**config.mk**
```make
export PLATFORM = sky130hd
export DESIGN_NAME = stall_fwd_unit
export DESIGN_NICKNAME = d
export VERILOG_FILES = /design/src/rtl/stall_fwd_unit.sv
export SDC_FILE = /design/constraint.sdc
export NUM_CORES = 1
export LEC_CHECK = 0
export CAP_MARGIN = 20
export CORE_ASPECT_RATIO = 0.8
export CORE_UTILIZATION = 25
export DETAILED_ROUTE_END_ITERATION = 7
export PLACE_DENSITY = 0.42
export REMOVE_ABC_BUFFERS = 1
export SLEW_MARGIN = 20
export SYNTH_ARGS = -nofsm -noshare
export SYNTH_HDL_FRONTEND = slang
export SYNTH_SLANG_ARGS = --single-unit
export TNS_END_PERCENT = 20
```
**constraint.sdc**
```tcl
create_clock -name clk -period 2.4 [get_ports clk]
set_input_delay 0.48 -clock clk [delete_from_list [all_inputs] [get_ports clk]]
set_output_delay 0.48 -clock clk [all_outputs]
set_load 0.005 [all_outputs]
```
**src/rtl/stall_fwd_unit.sv**
```systemverilog
// Hazard unit for a 5-stage pipeline: tracks E/M/W producer records, raises a
// load/use-style stall from Tuse vs Tnew and picks the youngest bypass source.
module stall_fwd_unit (
  input  logic       clk,
  input  logic       reset,
  input  logic       d_valid,
  input  logic       d_b_type,
  input  logic       d_cal_i,
  input  logic       d_cal_r,
  input  logic       d_load,
  input  logic       d_store,
  input  logic       d_jr,
  input  logic       d_jal,
  input  logic       d_ji,
  input  logic [4:0] d_rs,
  input  logic [4:0] d_rt,
  input  logic [4:0] d_rd,
  output logic       stall,
  output logic [1:0] fwd_rs_d,
  output logic [1:0] fwd_rt_d,
  output logic [1:0] fwd_rs_e,
  output logic [1:0] fwd_rt_e,
  output logic [1:0] fwd_rt_m
);

  typedef struct packed {
    logic       valid;
    logic [4:0] rs;
    logic [4:0] rt;
    logic [4:0] dst;
    logic [1:0] tnew;
  } rec_t;

  rec_t       d_rec, e_q, m_q, w_q;
  logic       rs_used, rt_used;
  logic [1:0] tuse_rs, tuse_rt;

  always_comb begin
    d_rec       = '0;
    d_rec.valid = d_valid;
    d_rec.rs    = d_rs;
    d_rec.rt    = d_rt;
    if (d_cal_r)                d_rec.dst = d_rd;
    else if (d_cal_i || d_load) d_rec.dst = d_rt;
    else if (d_jal)             d_rec.dst = 5'd31;
    if (d_load)                 d_rec.tnew = 2'd2;
    else if (d_cal_r || d_cal_i) d_rec.tnew = 2'd1;
  end

  // Branches/jumps resolve in D, so their sources are needed immediately.
  always_comb begin
    rs_used = d_b_type | d_jr | d_cal_r | d_cal_i | d_load | d_store;
    tuse_rs = (d_b_type | d_jr) ? 2'd0 : 2'd1;
    rt_used = d_b_type | d_ji | d_cal_r | d_store;
    tuse_rt = (d_b_type | d_ji) ? 2'd0 : (d_cal_r ? 2'd1 : 2'd2);
  end

  function automatic logic hit(rec_t p, logic [4:0] src);
    return p.valid && (p.dst != 5'd0) && (p.dst == src);
  endfunction

  function automatic logic hazard(rec_t p, logic used, logic [4:0] src, logic [1:0] tuse);
    return used && hit(p, src) && (tuse < p.tnew);
  endfunction

  // Youngest match wins; if it is not ready yet the stall covers it, so select 0.
  function automatic logic [1:0] fwd_sel(logic [4:0] src, rec_t e, rec_t m, rec_t w);
    if (hit(e, src)) return (e.tnew == 2'd0) ? 2'd3 : 2'd0;
    if (hit(m, src)) return (m.tnew == 2'd0) ? 2'd2 : 2'd0;
    if (hit(w, src)) return (w.tnew == 2'd0) ? 2'd1 : 2'd0;
    return 2'd0;
  endfunction

  always_comb begin
    stall = d_valid && (hazard(e_q, rs_used, d_rs, tuse_rs) || hazard(e_q, rt_used, d_rt, tuse_rt) ||
                        hazard(m_q, rs_used, d_rs, tuse_rs) || hazard(m_q, rt_used, d_rt, tuse_rt));
    fwd_rs_d = d_valid ? fwd_sel(d_rs, e_q, m_q, w_q) : 2'd0;
    fwd_rt_d = d_valid ? fwd_sel(d_rt, e_q, m_q, w_q) : 2'd0;
    fwd_rs_e = fwd_sel(e_q.rs, '0, m_q, w_q);
    fwd_rt_e = fwd_sel(e_q.rt, '0, m_q, w_q);
    fwd_rt_m = fwd_sel(m_q.rt, '0, '0, w_q);
  end

  always_ff @(posedge clk) begin
    if (reset) begin
      e_q <= '0;
      m_q <= '0;
      w_q <= '0;
    end else begin
      e_q      <= stall ? '0 : d_rec;
      m_q      <= e_q;
      m_q.tnew <= (e_q.tnew == 2'd0) ? 2'd0 : e_q.tnew - 2'd1;
      w_q      <= m_q;
      w_q.tnew <= 2'd0;
    end
  end

endmodule

```
## Yosys cells after proc, flatten, opt, wreduce, memory -nomap -nowiden

Index checks and enable logic that the tools add are counted.

- Bits in registers: 39
- Logic and storage cells: 128
- Input port bits: 26
- Output and inout port bits: 11

- Muxes and demuxes: 54
- Add/subtract/negate cells: 1
- Reductions and logical operators: 37
- Bitwise operators: 8
- Equality and inequality tests: 11
- Order comparisons: 4

Operators with widths:

| cell | number |
|---|---|
| two-way mux 2 bit | 29 |
| equality test 5 bit | 11 |
| logical AND 1 bit | 23 |
| two-way mux 1 bit | 22 |
| two-way mux 5 bit | 3 |
| nonzero test 5 bit | 3 |
| OR 1 bit | 8 |
| logical NOT 2 bit | 3 |
| logical OR 1 bit | 5 |
| < comparator 1 x 2 -> 1 bit | 2 |
| < comparator 2 bit | 2 |
| OR reduction 2 bit | 2 |
| OR reduction 3 bit | 1 |
| subtractor 2 x 1 -> 2 bit (second input constant) | 1 |

## Logic depth before layout (Yosys ltp)

- Depth after elaboration: 12
- Depth in mapped cells: 8
- Mapped depth without buffers: 6

## Worst setup path after synthesis

No wires, ideal clock.

- Kind: input -> output
- Start: input port d_cal_r
- End: output port stall
- Data required time: 1.920 ns
- Arrival time: 2.054 ns
- Cell stages on the path: 7
- Path buffers: 2
- Slack: -0.134 ns
- Path through: clkbuf_1 > nor3_1 > ha_1 > a211oi_1 > a22oi_2 > a21boi_2 > buf_6

- Longest elaborated chain between the ends: 10
- Elaborated cells on any way between the ends: 22
- Classes of those cells: order compare: 2; mux: 2; bitwise: 6; reduce/logical: 12

RTL lines:

| item | line | RTL |
|---|---|---|
| start, declared | 9 | `input logic d_cal_r,` |
| OR 1 bit (4 in series) | 52 | `rs_used = d_b_type \| d_jr \| d_cal_r \| d_cal_i \| d_load \| d_store;` |
| logical AND 1 bit (2 in series) | 63 | `return used && hit(p, src) && (tuse < p.tnew);` |
| logical OR 1 bit (2 in series) | 75 | `stall = d_valid && (hazard(e_q, rs_used, d_rs, tuse_rs) \|\| hazard(e_q, rt_used, d_rt, tuse_rt) \|\|` |
| logical OR 1 bit (*) | 76 | `hazard(m_q, rs_used, d_rs, tuse_rs) \|\| hazard(m_q, rt_used, d_rt, tuse_rt));` |
| logical AND 1 bit (*) | 75 |  |
| end, declared | 18 | `output logic stall,` |

Mark *: on every way between the ends. The rest lies on a longest branch, timed or not.

## Worst setup path after layout

- Start: register e_q[3] in the netlist's numbering
- End: output port fwd_rt_d[0]

- Longest elaborated chain between the ends: 6
- Elaborated cells on any way between the ends: 7
- Classes of those cells: eq/ne: 1; mux: 3; reduce/logical: 3

RTL lines:

| item | line | RTL |
|---|---|---|
| start, declared | 34 | `rec_t d_rec, e_q, m_q, w_q;` |
| start signal, assigned | 90 | `e_q <= stall ? '0 : d_rec;` |
| nonzero test 5 bit | 59 | `return p.valid && (p.dst != 5'd0) && (p.dst == src);` |
| logical AND 1 bit | 59 |  |
| logical AND 1 bit (*) | 59 |  |
| two-way mux 1 bit (*) | 68 | `if (hit(e, src)) return (e.tnew == 2'd0) ? 2'd3 : 2'd0;` |
| two-way mux 2 bit (*) | 69 | `if (hit(m, src)) return (m.tnew == 2'd0) ? 2'd2 : 2'd0;` |
| two-way mux 2 bit (*) | 78 | `fwd_rt_d = d_valid ? fwd_sel(d_rt, e_q, m_q, w_q) : 2'd0;` |
| end, declared | 20 | `output logic [1:0] fwd_rt_d,` |

Marked as above.

==> results.py <==
metrics = {
    "place": {
        "place_area_mm2": 0.00287,
        "pre_cts_slack_ps": -951,
        "post-place-cells": 401,
        "dp.final_hpwl_um": 4740,
        "gp_congestion": 0.744,
        "numPortBuffers": 35,
    },
    "clocking": {
        "cts_tree": "built",
        "cts_max_level": 2,
        "clock_sinks": 37,
        "clkTransAtPathRegs_ps": 70,
        "clock_latency_ps": 290,
        "cts-root-buf": "clkbuf_8",
        "clockBufferDepth": 2,
        "cts_made_buffers": 5,
    },
    "drt": {
        "drt-initial-drc-count": 66,
        "drc": 0,
        "detail_route.wl_per_cell_um": 15.2,
        "wl_um": 6240,
        "viasPerCell": 4.35,
        "dr.pass1.iters": 4,
        "antenna_left": 0,
        "vias": 1785,
    },
    "timing": {
        "final.setup.tns_ps": -2220,
        "hold_violations": 0,
        "setup_violations": 9,
        "rsz0062_at_grt": "yes",
        "layout_setup_ws_ps": -507,
        "drv_slew": 0,
        "finalCriticalPeriod_ps": 2910,
        "skew_ps": 5.28,
        "fmax_mhz": 344,
        "timing.final.crit_share_pct": 121,
    },
    "floorplan": {
        "die_area_mm2": 0.00887,
        "initial_core_util_pct": 26.3,
        "row_count": 29,
        "io-pin-count": 37,
        "die_x_um": 105,
        "fp.dieH_um": 84.5,
        "core_mm2": 0.00809,
    },
    "synth": {
        "synth_ff_type": "dfxtp_1",
        "yosys_register_bits": 37,
        "syn_area_mm2": 0.00212,
        "netlist.area_leader.share_pct": 34.9,
        "yosys_warnings": 0,
        "ys_top_cells_by_area": "dfxtp_1, xor2_1, xnor2_1",
        "async_reset_ff_share_pct": 0,
        "synthCells": 231,
        "syn_avg_cell_area_um2": 9.20,
        "synth_top_area_cell": "dfxtp_1",
        "synth_edf_count": 0,
        "ys_seq_area_share_pct": 34.9,
        "yosysUniqueCellTypes": 38,
    },
    "cells_and_area": {
        "fin_nets": 330,
        "diodes": 0,
        "fin_cells": 410,
        "drive_above_1_share_pct": 32.8,
        "fin_util_pct": 37.7,
        "design_area_mm2": 0.00305,
        "syn_to_final_growth_pct": 43.8,
    },
    "min_path": {
        "hp-class": "reg -> reg",
        "holdPathStages": 1,
    },
    "setup_path": {
        "required_ps": 1920,
        "crit_type": "reg -> out",
        "r2r-start": "e_q[3]",
        "endpoint": "fwd_rt_d[0]",
        "startpoint_type": "register",
        "r2r_cells": 9,
        "r2r-end": "e_q[0]",
        "rrSetupSlack_ps": 140,
        "worstPathArrival_ps": 2430,
        "cp-end-kind": "primary output",
        "cp_max_fo": 2,
        "cp-startpoint": "e_q[3]",
    },
    "global_routing": {
        "grt_max_degree": 38,
        "grt_pass1_vias": 1921,
        "grt_use_total_pct": 15.4,
        "grt_pass1_wl_um": 10300,
        "overflow": 0,
        "antenna_found_initial": 0,
    },
    "run_status": {
        "violations": "negative setup slack",
        "run_status": "finished, violations left",
    },
    "pwr": {
        "power_leakage_nw": 1.26,
        "powerDensity_mw_per_mm2": 465,
        "peakVddDrop_uv": 251,
    },
    "flow_run": {
        "cap_violations": 0,
    },
}
-- flip-flops by register name, indices dropped and copies added (netlist names) --
signal	cells
e_q	18
m_q	13
w_q	6
-- synth_stat cells, drive strengths merged, types with 3 or more instances --
master  number
dfxtp       37
xor2        28
xnor2       27
nor2b       17
a21oi       12
clkbuf      12
nor3        12
nor2        11
nor3b       11
nor4        10
nand3        9
buf          6
a21boi       5
or4          5
inv          4
nand2        4
ha           3
o21ai        3
-- report_power, final --
group	switching, mW	internal, mW
clock	0.231	0.201
combinational	0.148	0.168
sequential	0.0281	0.644
-- cells in the final DEF, fill, tap and decap left out, types with 3 or more instances in the layout --
cell and n:
xor2_1 28, or4_4 5, inv_1 4, nand2_1 3, nor3b_1 7, buf_4 40, nor4_4 3, buf_2 5
dfxtp_1 31, clkbuf_8 5, xnor2_1 26, a21oi_1 12, nor3_2 7, dlygate4sd2_1 14, nor4_1 5, clkdlybuf4s50_1 15
buf_6 5, ha_1 3, nor3b_2 4, a21boi_1 4, nor3_1 5, nand3_1 9, dfxtp_2 5, nor2_1 11
nor2b_1 17, o21ai_4 3
-- stage by stage --
step / hold WS, ps / power [mW]
6_report: 508 / 1.42
3_3_place_gp: 479 / 0.981
5_1_grt: 534 / 1.51
2_1_floorplan: 434 / 0.819
4_1_cts: 500 / 1.44
3_5_place_dp: 472 / 0.979
-- how the worst min path moves through the flow --
stage / endpoint / startpoint
2_1_floorplan: m_q[17] / e_q[17]
3_3_place_gp: m_q[17] / e_q[17]
5_1_grt: w_q[17] / m_q[17]
4_1_cts: m_q[17] / e_q[17]
3_5_place_dp: m_q[17] / e_q[17]
6_report: m_q[9] / e_q[9]
-- layout make-up --
cell class	instances	area, µm²
Clock buffer	6	72.6
Tap cell	108	135
Timing Repair Buffer	81	679
Inverter	4	15.0
Multi-Input combinational cell	172	1390
Fill cell	837	5040
Clock inverter	2	10.0
Sequential cell	37	751
-- metal layers --
layer / vias to the layer above / global-route usage (%) / part of all wire [%]
met5: - / 0 / 0
met4: 0 / 3.20 / 0.51
met3: 4 / 4.27 / 3.3
met2: 27 / 22.3 / 42
met1: 829 / 22.6 / 55
li1: 925 / - / -
-- cell families (layout without fill, tap and decap cells) --
family          Yosys count  in the layout  share of synthesized area [%]
simple gates             88             88                           27.4
xor+xnor                 55             55                           22.7
flops                    37             37                           34.9
compound gates           25             25                           8.19
buf+inv                  22             93                           4.95
fa+ha+maj                 3              3                           1.77
other cells               1              1                          0.177
-- critical path, cell delays in order (launching register included) --
cell and delay, ps:
dfxtp_2 320, or4_4 570, o21ai_4 170, buf_6 120, nor4_4 30, buf_4 140
or4_4 490, a21boi_1 150, buf_2 130
-- repair_timing --
action,4_1_cts,5_1_grt
resized for setup,64,9
pin swaps,18,8
endpoints found under the hold margin,0,0
buffers inserted,2,0
setup endpoints to repair,27,11
hold buffers,0,0
cloned,0,0
No activity file was read; power rests on OpenSTA's default activity.
